[src/rtl/fetch_store_ctrl.sv]
// Command sequencer for Data_Fetch: walks the enabled PEs and their sub-passes,
// arming a LOAD or STORE transfer for each and reporting completion or timeout.
module fetch_store_ctrl #(
  parameter int TIMEOUT = 255
) (
  input  logic       clk,
  input  logic       rst,
  input  logic       cmd_valid,
  output logic       cmd_ready,
  input  logic       cmd_op,
  input  logic [1:0] cmd_dimen,
  input  logic [3:0] cmd_addr,
  input  logic [3:0] cmd_pe_mask,
  input  logic       fetch_done,
  input  logic       store_done,
  output logic [1:0] dimen,
  output logic [3:0] address,
  output logic [1:0] pe_sel,
  output logic       pe_sel_2x2,
  output logic       pe_sel_4,
  output logic       addr_start,
  output logic       wraddr_start,
  output logic       addr_rst,
  output logic       busy,
  output logic       cmd_done,
  output logic       cmd_err
);

  typedef enum logic [2:0] {IDLE, ARM, RUN, NEXT, FINISH} state_t;

  state_t     state, state_next;
  logic       op_q, op_next;
  logic [1:0] dimen_q, dimen_next;
  logic [3:0] addr_q, addr_next;
  logic [3:0] mask_q, mask_next;
  logic [1:0] pe_q, pe_next;
  logic [1:0] sub_q, sub_next;
  logic [7:0] wd_q, wd_next;
  logic       err_q, err_next;

  logic [1:0] first_pe;
  logic [1:0] later_pe;
  logic       later_found;
  logic [1:0] last_sub;
  logic       run_done;

  // Lowest set bit of the incoming mask; descending scan so the lowest wins.
  always_comb begin
    first_pe = 2'd0;
    for (int i = 3; i >= 0; i--) begin
      if (cmd_pe_mask[i]) first_pe = 2'(i);
    end
  end

  always_comb begin
    later_found = 1'b0;
    later_pe    = pe_q;
    for (int i = 3; i >= 0; i--) begin
      if (mask_q[i] && (2'(i) > pe_q)) begin
        later_found = 1'b1;
        later_pe    = 2'(i);
      end
    end
  end

  always_comb begin
    case (dimen_q)
      2'b00:   last_sub = 2'd0;
      2'b01:   last_sub = 2'd1;
      default: last_sub = 2'd3;
    endcase
  end

  assign run_done = op_q ? store_done : fetch_done;

  always_ff @(posedge clk) begin
    if (rst) begin
      state   <= IDLE;
      op_q    <= 1'b0;
      dimen_q <= 2'd0;
      addr_q  <= 4'd0;
      mask_q  <= 4'd0;
      pe_q    <= 2'd0;
      sub_q   <= 2'd0;
      wd_q    <= 8'd0;
      err_q   <= 1'b0;
    end else begin
      state   <= state_next;
      op_q    <= op_next;
      dimen_q <= dimen_next;
      addr_q  <= addr_next;
      mask_q  <= mask_next;
      pe_q    <= pe_next;
      sub_q   <= sub_next;
      wd_q    <= wd_next;
      err_q   <= err_next;
    end
  end

  always_comb begin
    state_next = state;
    op_next    = op_q;
    dimen_next = dimen_q;
    addr_next  = addr_q;
    mask_next  = mask_q;
    pe_next    = pe_q;
    sub_next   = sub_q;
    wd_next    = wd_q;
    err_next   = err_q;
    case (state)
      IDLE: begin
        if (cmd_valid) begin
          op_next    = cmd_op;
          dimen_next = cmd_dimen;
          addr_next  = cmd_addr;
          mask_next  = cmd_pe_mask;
          pe_next    = first_pe;
          sub_next   = 2'd0;
          wd_next    = 8'd0;
          err_next   = (cmd_dimen == 2'b11);
          // Reserved size or empty mask completes without touching Data_Fetch.
          if (cmd_dimen == 2'b11 || cmd_pe_mask == 4'd0) state_next = FINISH;
          else                                            state_next = ARM;
        end
      end
      ARM: begin
        wd_next    = 8'd0;
        state_next = RUN;
      end
      RUN: begin
        if (run_done) begin
          state_next = NEXT;
        end else if (({1'b0, wd_q} + 9'd1) >= 9'(TIMEOUT)) begin
          err_next   = 1'b1;
          state_next = FINISH;
        end else begin
          wd_next = wd_q + 8'd1;
        end
      end
      NEXT: begin
        if (sub_q != last_sub) begin
          sub_next   = sub_q + 2'd1;
          state_next = ARM;
        end else if (later_found) begin
          pe_next    = later_pe;
          sub_next   = 2'd0;
          state_next = ARM;
        end else begin
          state_next = FINISH;
        end
      end
      FINISH:  state_next = IDLE;
      default: state_next = IDLE;
    endcase
  end

  assign cmd_ready    = (state == IDLE);
  assign busy         = (state != IDLE);
  assign cmd_done     = (state == FINISH);
  assign cmd_err      = (state == FINISH) && err_q;
  assign addr_rst     = rst || (state == ARM);
  assign addr_start   = (state == RUN) && !op_q;
  assign wraddr_start = (state == RUN) && op_q;
  assign dimen        = dimen_q;
  assign address      = addr_q;
  assign pe_sel       = pe_q;
  assign pe_sel_4     = sub_q[1];
  assign pe_sel_2x2   = sub_q[0];

endmodule

[config.mk]
export PLATFORM = sky130hd
export DESIGN_NAME = fetch_store_ctrl
export DESIGN_NICKNAME = d
export VERILOG_FILES = /design/src/rtl/fetch_store_ctrl.sv
export SDC_FILE = /design/constraint.sdc
export NUM_CORES = 1
export LEC_CHECK = 0
export BUFFER_PORTS_ARGS = -buffer_cell sky130_fd_sc_hd__buf_2
export CORE_MARGIN = 8
export CORE_UTILIZATION = 39
export DETAILED_ROUTE_END_ITERATION = 8
export PLACE_DENSITY = 0.68
export SYNTH_ARGS = -nofsm -noshare
export SYNTH_HDL_FRONTEND = slang
export SYNTH_SLANG_ARGS = --single-unit
[constraint.sdc]
create_clock -name clk -period 2.2 [get_ports clk]
set_input_delay 0.22 -clock clk [delete_from_list [all_inputs] [get_ports clk]]
set_output_delay 0.22 -clock clk [all_outputs]
set_load 0.05 [all_outputs]
Word-level counts from Yosys, hierarchy flattened. Cells that the tools add are included.

Flip-flop bits (word level): 27. Bits in latches: 0. RAM bits: 0. ROM bits: 0. Input bits: 16. Output and inout bits: 17. Word-level logic and storage cells: 93. Memories: 0.

Add/subtract/negate cells: 3. Multiply operators: 0. Div/mod/pow operators: 0. Magnitude comparators: 5. Equality and inequality tests: 16. Shift operators: 0. Muxes and demuxes: 37. Bitwise operators: 0. Reduce and logical (&&, ||, !) cells: 23.

Operators by type and width (count): $mux 2 (14); $mux 8 (3); $pmux 8 s3 (1); $mux 3 (6); $ne 2x2->1 const B (6); $pmux 2 s2 (3); $pmux 3 s4 (1); $add 8x1->9 const B (1); $ge 9x8->1 const B (1); $add 8x1->8 const B (1); $mux 1 (8); $reduce_and 4->1 (2); $logic_and 1x1->1 (7); $eq 3x2->1 const B (2); $ne 3x3->1 const B (2); $reduce_bool 3->1 (2); $ne 5x5->1 const B (1); $reduce_and 5->1 (1); $gt 1x2->1 const A (2); $gt 2x2->1 const A (2); $logic_not 4->1 (1); $reduce_and 2->1 (2); $reduce_bool 2->1 (2); $eq 3x1->1 const B (1); 11 further kinds (12).

Logic depth before layout (Yosys ltp).
Word-level depth: 9. Depth in mapped cells: 9. Depth with buffers taken out: 8.

Worst setup path after synthesis. OpenSTA, ideal clock, no wires.

Path kind: flip-flop to flip-flop. From: register state[2]. To: register addr_q[2], in the netlist address[2]. Library setup time: 0.072 ns. Data arrival time: 2.502 ns. Data required time: 2.128 ns. Setup slack: -0.374 ns. Cell stages (with the launch flop): 8. Buffers on the path: 2. Clock period less this slack: 2.574 ns. Cells stage by stage: dfxtp_1 buf_6 nor3_2 inv_1 nor2_1 clkbuf_1 nand2_1 a21oi_1.

Longest elaborated chain between the ends: 2.

Ends and longest elaborated chain: start: declaration (line 31) `state_t state, state_next;`; start signal: assignment (line 88) `state <= state_next;`; $logic_not 3->1; net cmd_ready (line 9) `output logic cmd_ready,`; $reduce_and 2->1 (no source line); end signal: assignment (line 91) `addr_q <= addr_next;`; end: declaration (line 34) `logic [3:0] addr_q, addr_next;`.

The timed path passes the listed nets, and every way through them passes these cells. A chain may end at the register's enable or synchronous reset.

Final worst setup path.
From: register wd_q[1]. To: register state[0].

Longest elaborated chain between the ends: 4.

Ends and longest elaborated chain: start: declaration (line 38) `logic [7:0] wd_q, wd_next;`; start signal: assignment (line 95) `wd_q <= wd_next;`; $add 8x1->9 (line 133) `end else if (({1'b0, wd_q} + 9'd1) >= 9'(TIMEOUT)) begin`; $ge 9x8->1 (line 133); $ne 3x3->1 (no source line); $reduce_and 2->1 (no source line).

Every way passes these cells.

==> flow_metrics.tcl <==
set metrics [dict create \
    status "complete, no violations" \
    grt_pass1_vias 1477 \
    grt-ovfl-total 0 \
    cap_violations 0 \
    finClkSkew_ns 0.01105 \
    grt_max_degree 18 \
    layout-drive-gt1-share 0.2638 \
    clkLatencyLatePin_ns 0.27 \
    slowest_delay_ns 0.45 \
    utilization 0.4706 \
    syn_inst 201 \
    grt.busiest_layer "met2" \
    cts_setup_buffers 0 \
    async_flop_share 0 \
    final_max_slew_viol_count 0 \
    yosys_warnings 0 \
    pwr_density_cell_nw_per_um2 760.3 \
    layout_commonest_cell "nand2_1" \
    synth-seq-area-share 0.3339 \
    fin_cells 285 \
    avgSynthCellArea_um2 7.756 \
    cp-start-kind "register" \
    finalCritPeriodShare 0.8950 \
    fin_nets 254 \
    crit_path_cell_trace "ha_1, nand2_1, o31a_1, o21ai_2, a31oi_4, a211o_1, a31oi_1" \
    synth_edf_count 0 \
    synth.net_count 219 \
    clock_path_buffers 2 \
    post_cts_resize_count 0 \
    combPwrFrac 0.383 \
    initial_core_util 0.3983 \
    maxSlewHeadroom 0.6941 \
    die_w_um 79.23 \
    rsz0062_at_grt "no" \
    synth.distinct_cells 52 \
    internal_power_mw 0.8471 \
    synth_top_family_by_area "simple AND/OR/NAND/NOR gates" \
    cts_tree "done" \
    postRouteAntennaNets 0 \
    synth-simple-area-share 0.3010 \
    met2_usage 0.2071 \
    drt-pass1-iter-count 4 \
    tightestPinTransition_ns 0.4550 \
    fmax_mhz 507.9 \
    peakVddDrop_mv 0.4446 \
    drtIter0Drc 41 \
    met3_usage 0.03273 \
    viasPerCell 5.316 \
    n_antenna_cell 0 \
    leakagePower_nw 0.7927 \
    cts_hold_buffers 0 \
    synth_xor_area_frac 0.005618 \
    mostFrequentLayoutCells "39 x nand2_1, 32 x buf_2, 25 x dfxtp_1" \
    routedWlPerCell_um 13.05 \
    grt_first_pass_wirelength_um 6548 \
    die_h_um 79.23 \
    htreeDepth 1 \
    cts-root-buf "clkbuf_8" \
    tns_ns 0 \
    via_count 1515 \
    pwr-share-clk 0.220 \
    worstPathArrival_ns 2.18 \
    use_met1 0.1504 \
    criticalPathCategory "reg2reg" \
    synth_fa_ha_area_frac 0.01605 \
    path_max_fanout 7 \
    hpwl_um 2909 \
    post-route-min-period_ns 1.969 \
    io_pins 33 \
    endpoint_kind "register" \
    sw_frac_of_total 0.3950 \
    cts_buffers 3 \
    synth-compound-area-share 0.2705 \
    cp_slowest_cell "dfxtp_1" \
    hp-class "in2reg" \
    numClockSinks 26 \
    syn_area_um2 1559 \
    crit_required_ns 2.41 \
    portBuffers 32 \
    syn_to_final_growth_pct 18.14 \
    dp.cells 281 \
    routed_wirelength_um 3719 \
    seq_power_share 0.397 \
    drcViolationCount 0 \
    netSwitchingPower_mw 0.5531 \
    hold_viol 0 \
    coreArea_um2 3914 \
    setup_viol 0 \
    antenna_found_initial 0 \
    synth_flop_cell "dfxtp_1" \
    cts.clk_slew.worst_paths_ns 0.09 \
    fp-row-count 23 \
    die_area_um2 6277 \
    grt.total_usage 0.1231 \
    synthMuxAreaShare 0.02006 \
    gp_congestion 0.8045 \
    ys_ff_latch 26 \
]
## path summary, 6_finish.rpt
kind | start | cells past startpoint | slack (ns) | end
worst max-delay path | wd_q[1]$_SDFFE_PP0P_ | 7 | 0.23 | state[0]$_SDFFE_PP0P_
worst min-delay path | cmd_addr[1] | 3 | 0.17 | address[1]$_SDFFE_PP0P_
worst max register to register | wd_q[1]$_SDFFE_PP0P_ | 7 | 0.23 | state[0]$_SDFFE_PP0P_
worst min register to register | address[3]$_SDFFE_PP0P_ | 2 | 0.45 | address[3]$_SDFFE_PP0P_
## registers in the layout, indices dropped and copies added, names as in the netlist
register	count
wd_q	8
sub_q	2
err_q	1
op_q	1
address	4
state	3
pe_sel	2
mask_q	3
dimen	2
## cell type report
type	count	area, µm²
Tap cell	50	62.56
Sequential cell	26	521.8
Multi-Input combinational cell	161	967.2
Inverter	4	15.01
Timing Repair Buffer	40	220.2
Fill cell	407	2072
Clock buffer	4	55.05
## logic make-up after synthesis
group	count (synthesis)
and+or+nand+nor	95
AOI/OAI and AO/OA	60
DFF	26
buffers and inverters	14
muxes	3
adders and majority gates	2
xor gates and xnor gates	1
## synthesized netlist by cell type (all sizes together), types with 3 or more instances
library cell  instances  area [µm²]
nand3                 7       47.55
inv                   4       15.01
a31oi                 5       46.29
dfxtp                26       520.5
nor2                 19       73.82
buf                   5       48.79
a21oi                21       105.1
a21o                  5       38.79
nand2b                5       31.28
a211oi                3       37.54
and2                  4       25.02
o21ai                10       53.80
nand2                41       158.9
nor2b                 3       18.77
nor3                  4       25.02
nor3b                 3       22.52
clkbuf                5       18.77
## power by group through the flow
stage               Clock [mW]  Sequential, mW  Combinational [mW]
floorplan                    0           0.623               0.353
global placement             0           0.565               0.534
detailed placement           0           0.566               0.538
CTS                      0.320           0.556               0.539
global route             0.343           0.562               0.587
finish                   0.308           0.556               0.536
## through the flow
step                      power (mW)  setup slack [ns]  instance area (µm²)  hold slack, ns
after global placement         1.100            0.1925                 1785          0.4400
final                          1.400            0.2311                 1842          0.1701
after CTS                      1.415            0.1439                 1841          0.1681
after global routing           1.492           0.05783                 1842          0.1653
after detailed placement       1.103            0.1623                 1785          0.4456
after floorplan               0.9756          0.001418                 1570          0.3560
## worst max-delay path: cells and delay by family, from the launching register on
family / cells / cell delay, ns
AO/OA/AOI/OAI: 5 / 1.05
adder cells (fa/ha/maj): 1 / 0.33
flip-flops: 1 / 0.45
AND/OR/NAND/NOR: 1 / 0.08
## metal layers
metal / share of wire / wire (µm)
met1: 0.48 / 1772
met2: 0.46 / 1717
met3: 0.047 / 176
met4: 0.014 / 52
met5: 0 / 0
No activity file was read; power rests on OpenSTA's default activity.
